## config.mk

```make
export PLATFORM = sky130hd
export DESIGN_NAME = int_div
export DESIGN_NICKNAME = d
export VERILOG_FILES = /design/src/rtl/int_div.sv
export SDC_FILE = /design/constraint.sdc
export NUM_CORES = 1
export LEC_CHECK = 0
export CAP_MARGIN = 40
export CORE_MARGIN = 3
export CORE_UTILIZATION = 49
export CTS_CLUSTER_SIZE = 30
export DETAILED_ROUTE_END_ITERATION = 7
export GPL_TIMING_DRIVEN = 0
export PLACE_DENSITY = 0.77
export SLEW_MARGIN = 10
export SYNTH_ARGS = -nofsm -noshare
export SYNTH_HDL_FRONTEND = slang
export SYNTH_SLANG_ARGS = --single-unit
```

## constraint.sdc

```tcl
create_clock -name clk -period 2.9 [get_ports clk]
set_clock_uncertainty 0.2 [all_clocks]
set_input_delay 0.87 -clock clk [delete_from_list [all_inputs] [get_ports clk]]
set_output_delay 0.87 -clock clk [all_outputs]
set_load 0.03 [all_outputs]
```

## src/rtl/int_div.sv

```systemverilog
// -----------------------------------------------------------------------------
// int_div: sequential unsigned integer divider (radix-2 restoring).
//
// Divides a 2*DATA_WIDTH-bit dividend by a DATA_WIDTH-bit divisor, producing
// one quotient bit per enabled cycle. Exceptional operands (zero divisor, or a
// quotient that cannot fit in DATA_WIDTH bits) bypass the iteration.
//
// Ports:
//   clk          clock, rising edge
//   rst_n        asynchronous active-low reset
//   en           enable; when low every register holds
//   start        operation request, honoured only in IDLE
//   dividend     2*DATA_WIDTH-bit numerator, captured with start
//   divisor      DATA_WIDTH-bit denominator, captured with start
//   quotient     result quotient (held until next accepted start)
//   remainder    result remainder (held until next accepted start)
//   busy         operation in progress
//   done         one enabled-cycle pulse marking valid results
//   div_by_zero  last operation had a zero divisor
//   overflow     last operation's quotient did not fit in DATA_WIDTH bits
// -----------------------------------------------------------------------------
module int_div #(
    parameter int DATA_WIDTH = 32
) (
    input  logic                      clk,
    input  logic                      rst_n,
    input  logic                      en,
    input  logic                      start,
    input  logic [2*DATA_WIDTH-1:0]   dividend,
    input  logic [DATA_WIDTH-1:0]     divisor,
    output logic [DATA_WIDTH-1:0]     quotient,
    output logic [DATA_WIDTH-1:0]     remainder,
    output logic                      busy,
    output logic                      done,
    output logic                      div_by_zero,
    output logic                      overflow
);

    localparam int CW = (DATA_WIDTH > 1) ? $clog2(DATA_WIDTH) : 1;

    localparam logic [1:0] IDLE = 2'd0;
    localparam logic [1:0] CALC = 2'd1;
    localparam logic [1:0] DONE = 2'd2;

    logic [1:0]            state_reg;
    logic [CW-1:0]         cnt_reg;
    logic [DATA_WIDTH-1:0] divisor_reg;
    logic [DATA_WIDTH-1:0] p_reg;          // partial remainder, always < divisor
    logic [DATA_WIDTH-1:0] q_reg;          // dividend low half shifting out, quotient shifting in
    logic                  dz_pend_reg;    // exception kind captured at accept,
    logic                  ov_pend_reg;    // published together with done
    logic [DATA_WIDTH-1:0] quotient_reg;
    logic [DATA_WIDTH-1:0] remainder_reg;
    logic                  busy_reg;
    logic                  done_reg;
    logic                  div_by_zero_reg;
    logic                  overflow_reg;

    // Operand halves and exception detection at accept time.
    logic [DATA_WIDTH-1:0] div_hi;
    logic [DATA_WIDTH-1:0] div_lo;
    logic                  is_dz;
    logic                  is_ov;

    assign div_hi = dividend[2*DATA_WIDTH-1:DATA_WIDTH];
    assign div_lo = dividend[DATA_WIDTH-1:0];
    assign is_dz  = (divisor == '0);
    assign is_ov  = !is_dz && (div_hi >= divisor);

    // One restoring step. T is W+1 bits wide; when T >= divisor the
    // difference is below divisor, so only its low W bits are needed.
    logic [DATA_WIDTH:0]   t_val;
    logic                  t_ge;
    logic [DATA_WIDTH-1:0] p_sub;

    assign t_val = {p_reg, q_reg[DATA_WIDTH-1]};
    assign t_ge  = (t_val >= {1'b0, divisor_reg});
    assign p_sub = t_val[DATA_WIDTH-1:0] - divisor_reg;

    always_ff @(posedge clk or negedge rst_n) begin
        if (!rst_n) begin
            state_reg       <= IDLE;
            cnt_reg         <= '0;
            divisor_reg     <= '0;
            p_reg           <= '0;
            q_reg           <= '0;
            dz_pend_reg     <= 1'b0;
            ov_pend_reg     <= 1'b0;
            quotient_reg    <= '0;
            remainder_reg   <= '0;
            busy_reg        <= 1'b0;
            done_reg        <= 1'b0;
            div_by_zero_reg <= 1'b0;
            overflow_reg    <= 1'b0;
        end else if (en) begin
            case (state_reg)
                IDLE: begin
                    if (start) begin
                        divisor_reg     <= divisor;
                        p_reg           <= div_hi;
                        q_reg           <= div_lo;
                        cnt_reg         <= '0;
                        dz_pend_reg     <= is_dz;
                        ov_pend_reg     <= is_ov;
                        div_by_zero_reg <= 1'b0;
                        overflow_reg    <= 1'b0;
                        busy_reg        <= 1'b1;
                        state_reg       <= (is_dz || is_ov) ? DONE : CALC;
                    end
                end
                CALC: begin
                    if (t_ge) begin
                        p_reg <= p_sub;
                        q_reg <= {q_reg[DATA_WIDTH-2:0], 1'b1};
                    end else begin
                        p_reg <= t_val[DATA_WIDTH-1:0];
                        q_reg <= {q_reg[DATA_WIDTH-2:0], 1'b0};
                    end
                    cnt_reg <= cnt_reg + 1'b1;
                    if (cnt_reg == CW'(DATA_WIDTH - 1)) begin
                        state_reg <= DONE;
                    end
                end
                DONE: begin
                    // First enabled cycle publishes results and raises done;
                    // the second retires the operation.
                    if (!done_reg) begin
                        done_reg        <= 1'b1;
                        div_by_zero_reg <= dz_pend_reg;
                        overflow_reg    <= ov_pend_reg;
                        quotient_reg    <= (dz_pend_reg || ov_pend_reg) ? '1 : q_reg;
                        // Zero divisor returns the untouched dividend low half,
                        // which still sits in q_reg because no step ran.
                        remainder_reg   <= ov_pend_reg ? '0 :
                                           (dz_pend_reg ? q_reg : p_reg);
                    end else begin
                        done_reg  <= 1'b0;
                        busy_reg  <= 1'b0;
                        state_reg <= IDLE;
                    end
                end
                default: begin
                    state_reg <= IDLE;
                end
            endcase
        end
    end

    assign quotient    = quotient_reg;
    assign remainder   = remainder_reg;
    assign busy        = busy_reg;
    assign done        = done_reg;
    assign div_by_zero = div_by_zero_reg;
    assign overflow    = overflow_reg;

endmodule

```

==> flow_summary_export.csv <==
group,metric,value,unit
outcome,status,"complete, but fails checks",
outcome,violations,"setup timing",
synth,ys_ff_latch,173,
worst_setup_path,rr_worst_depth,11,
worst_setup_path,cpMaxStageDelayCell,"or4b_4",
detailed_routing,dr.pass1.iters,6,
worst_setup_path,cp_slowest_stage_delay,0.49,ns
sta,rsz0062_at_grt,"true",
cells_and_area,drive_gt1_share,13.9,%
worst_setup_path,arrival,3.08,ns
global_routing,grt_start_max_net_pins,103,
place,dp_hpwl,24100,µm
synth,dominantRegCellSynth,"dfrtp_1",
power_and_ir_drop,power_density,1360,mW/mm²
clock_network,h-tree-depth,4,
detailed_routing,vias_per_cell,5.84,
detailed_routing,antenna_left,0,
sta,worst_slew_pin_slew,0.784,ns
synth,synth_area_per_cell,9.02,µm²
worst_setup_path,path_cells,"ha_4, and2_2, nand2_1, nor3_2, nand4_1, or4b_4, a31oi_4, buf_6, clkbuf_16, mux2i_1, o21ai_1",
power_and_ir_drop,peakVddDrop,0.000558,V
worst_setup_path,cp.required,2.99,ns
synth,syn_area,0.0102,mm²
detailed_routing,wl_per_cell,19.9,µm
cells_and_area,n_fill_cell,1658,
synth,synth_top_area_share,42.3,%
synth,syn-num-nets,1303,
place,routabilityCongestion,0.938,
clock_network,clockRootBuffer,"clkbuf_16",
sta,drv_slew,0,
clock_network,hold_buffers,0,
power_and_ir_drop,leakagePower,6.18,nW
synth,synth_cells,1136,
sta,worst_slack,-0.0892,ns
floorplan,start_util,50.3,%
synth,synthTopCellsByArea,"dfrtp_1 42%, ha_1 8.1%, o21ai_0 6.8%, mux2i_1 6.7%, nand2_1 6.0%",
sta,period_share,103,%
worst_setup_path,endpoint,"p_reg[9]",
global_routing,grt.overflow.total,0,
detailed_routing,wl,32300,µm
worst_setup_path,timing.rr.end,"p_reg[9]",
global_routing,grt_pass1_wl,49100,µm
detailed_routing,drt_iter0_drc,716,
sta,finalSetupViolations,7,
run,cap_viol_max_count,0,
cells_and_area,n_antenna_cell,0,
clock_network,clock_sinks,173,
place,portBuffers,166,
place,placed_cell_area,0.0123,mm²
worst_setup_path,cp-end-kind,"flip-flop",
clock_network,clk_pin_slew,0.08,ns
global_routing,grt_pass1_vias,9077,
floorplan,rows,52,
global_routing,antenna_found_initial,0,
global_routing,grt_usage,27.9,%
synth,synthArstFlopShare,100,%
sta,finalHoldViolCount,0,
synth,seq_area_frac_synth,42.3,%
synth,synth_edf_count,0,
floorplan,ios,168,
synth,synth_cell_types,60,
worst_setup_path,rrSetupSlack,-0.09,ns
worst_setup_path,cp-startpoint,"p_reg[5]",
sta,final.min_clock_period,2.99,ns
clock_network,clk-insertion-delay-late,0.44,ns
cells_and_area,syn_to_final_growth,33.1,%
detailed_routing,drc,0,
clock_network,tritoncts,"done",
synth,ys_top_cells_by_count,"173 x dfrtp_1, 165 x nand2_1, 139 x o21ai_0",
synth,synth_largest_area_cell,"dfrtp_1",
floorplan,coreArea,0.0204,mm²
clock_network,clockBufferDepth,2,
sta,relSlewSlack,47.7,%
worst_setup_path,reg2reg_from,"p_reg[5]",
sta,fmax,0.335,GHz
worst_hold_path,min_path_type,"primary input to async pin",
worst_setup_path,crit_fanout,6,
cells_and_area,fin_area,0.0136,mm²
floorplan,die_h,151,µm
synth,ys_warn_count,0,
worst_setup_path,startpoint_type,"flip-flop",
floorplan,dieWidth,151,µm
worst_setup_path,crit_type,"flip-flop to flip-flop",
clock_network,cts_buffers,17,
detailed_routing,vias,9447,
cells_and_area,finish.net_count,1502,
synth,synth_most_common_cell,"dfrtp_1",
place,place_ws,-0.868,ns
floorplan,die-area,0.0227,mm²
critical path, delay by kind of cell (launching register included):
family / cells / cell delay, ns
AO/OA/AOI/OAI: 2 / 0.36
flip-flops: 1 / 0.48
adder cells (fa/ha/maj): 1 / 0.25
AND/OR/NAND/NOR: 5 / 1.01
buffers and inverters: 2 / 0.31
multiplexers: 1 / 0.22
cell families after synthesis:
family | Yosys count | synth area share (%)
AO/OA/AOI/OAI | 356 | 21.9
flip-flops | 173 | 42.3
AND/OR/NAND/NOR | 302 | 12.9
multiplexers | 70 | 6.85
XOR/XNOR | 27 | 2.31
adder cells (fa/ha/maj) | 67 | 8.26
buffers and inverters | 141 | 5.57
metrics by stage:
step	hold WS, ns	instances	total power, mW	setup TNS [ns]	util, %
5_1_grt	0.306	1618	19.8	-1.72	66.9
4_1_cts	0.285	1610	17.2	0	64.7
3_5_place_dp	0.269	1573	14.3	-77.42	60.3
6_report	0.272	1618	18.6	-0.201	66.9
2_1_floorplan	0.280	1136	11.2	0	-
3_3_place_gp	0.264	1572	14.1	-1172.29	60.1
power breakdown:
part | total [mW] | switching (mW) | leakage [nW] | internal (mW)
Clock | 2.37 | 1.12 | 0.301 | 1.25
Combinational | 11.6 | 6.44 | 3.73 | 5.12
Sequential | 4.67 | 1.09 | 2.15 | 3.58
how the worst min path moves through the flow:
stage	to	slack (ns)	cells past startpoint
2_1_floorplan	cnt_reg[4]	0.28	1
3_3_place_gp	quotient[0]	0.26	2
3_5_place_dp	quotient[4]	0.27	2
4_1_cts	remainder[29]	0.28	2
5_1_grt	quotient[13]	0.31	2
6_report	divisor_reg[26]	0.27	1
area by class of cell:
type	count	area, µm²	area share [%]
multi-input combinational	822	5860	43.0
sequential	173	4340	31.9
timing repair buffer	185	1890	13.8
clock buffer	17	425	3.12
tap	270	338	2.48
buffer	62	314	2.30
inverter	74	278	2.04
clock inverter	15	193	1.41
repair_timing:
action                                  CTS  global route
gates cloned                              0             2
buffers inserted                          9             7
gates resized for setup                  60           115
pin swaps                                 8            21
endpoints found under the setup margin  113            83
layout by cell type, fill, tap and decap left out, drive strengths merged, types with 6 or more instances in the layout:
cell / count
o31ai: 33
dlygate4sd2: 6
dlymetal6s2s: 6
nor4: 8
ha: 66
xnor2: 13
nand2: 165
inv: 80
a31oi: 18
buf: 31
clkdlybuf4s50: 151
nor2b: 8
clkbuf: 70
and2: 6
and3: 6
a22o: 10
nor3: 8
o21ai: 153
mux2i: 69
clkinv: 8
a21o: 28
xor2: 14
a22oi: 22
nand3: 12
nand4: 11
nor2: 61
dfrtp: 173
o21a: 8
a21oi: 54
layer usage:
| metal | global-route usage [%] | vias to the layer above | share of wire, % |
|---|---|---|---|
| met2 | 43.1 | 418 | 46 |
| met1 | 40.0 | 4538 | 43 |
| met5 | 0 | - | 0 |
| met4 | 9.84 | 0 | 3.3 |
| met3 | 4.58 | 68 | 8.4 |
| li1 | - | 4423 | - |
(Power assumes the default switching activity.)
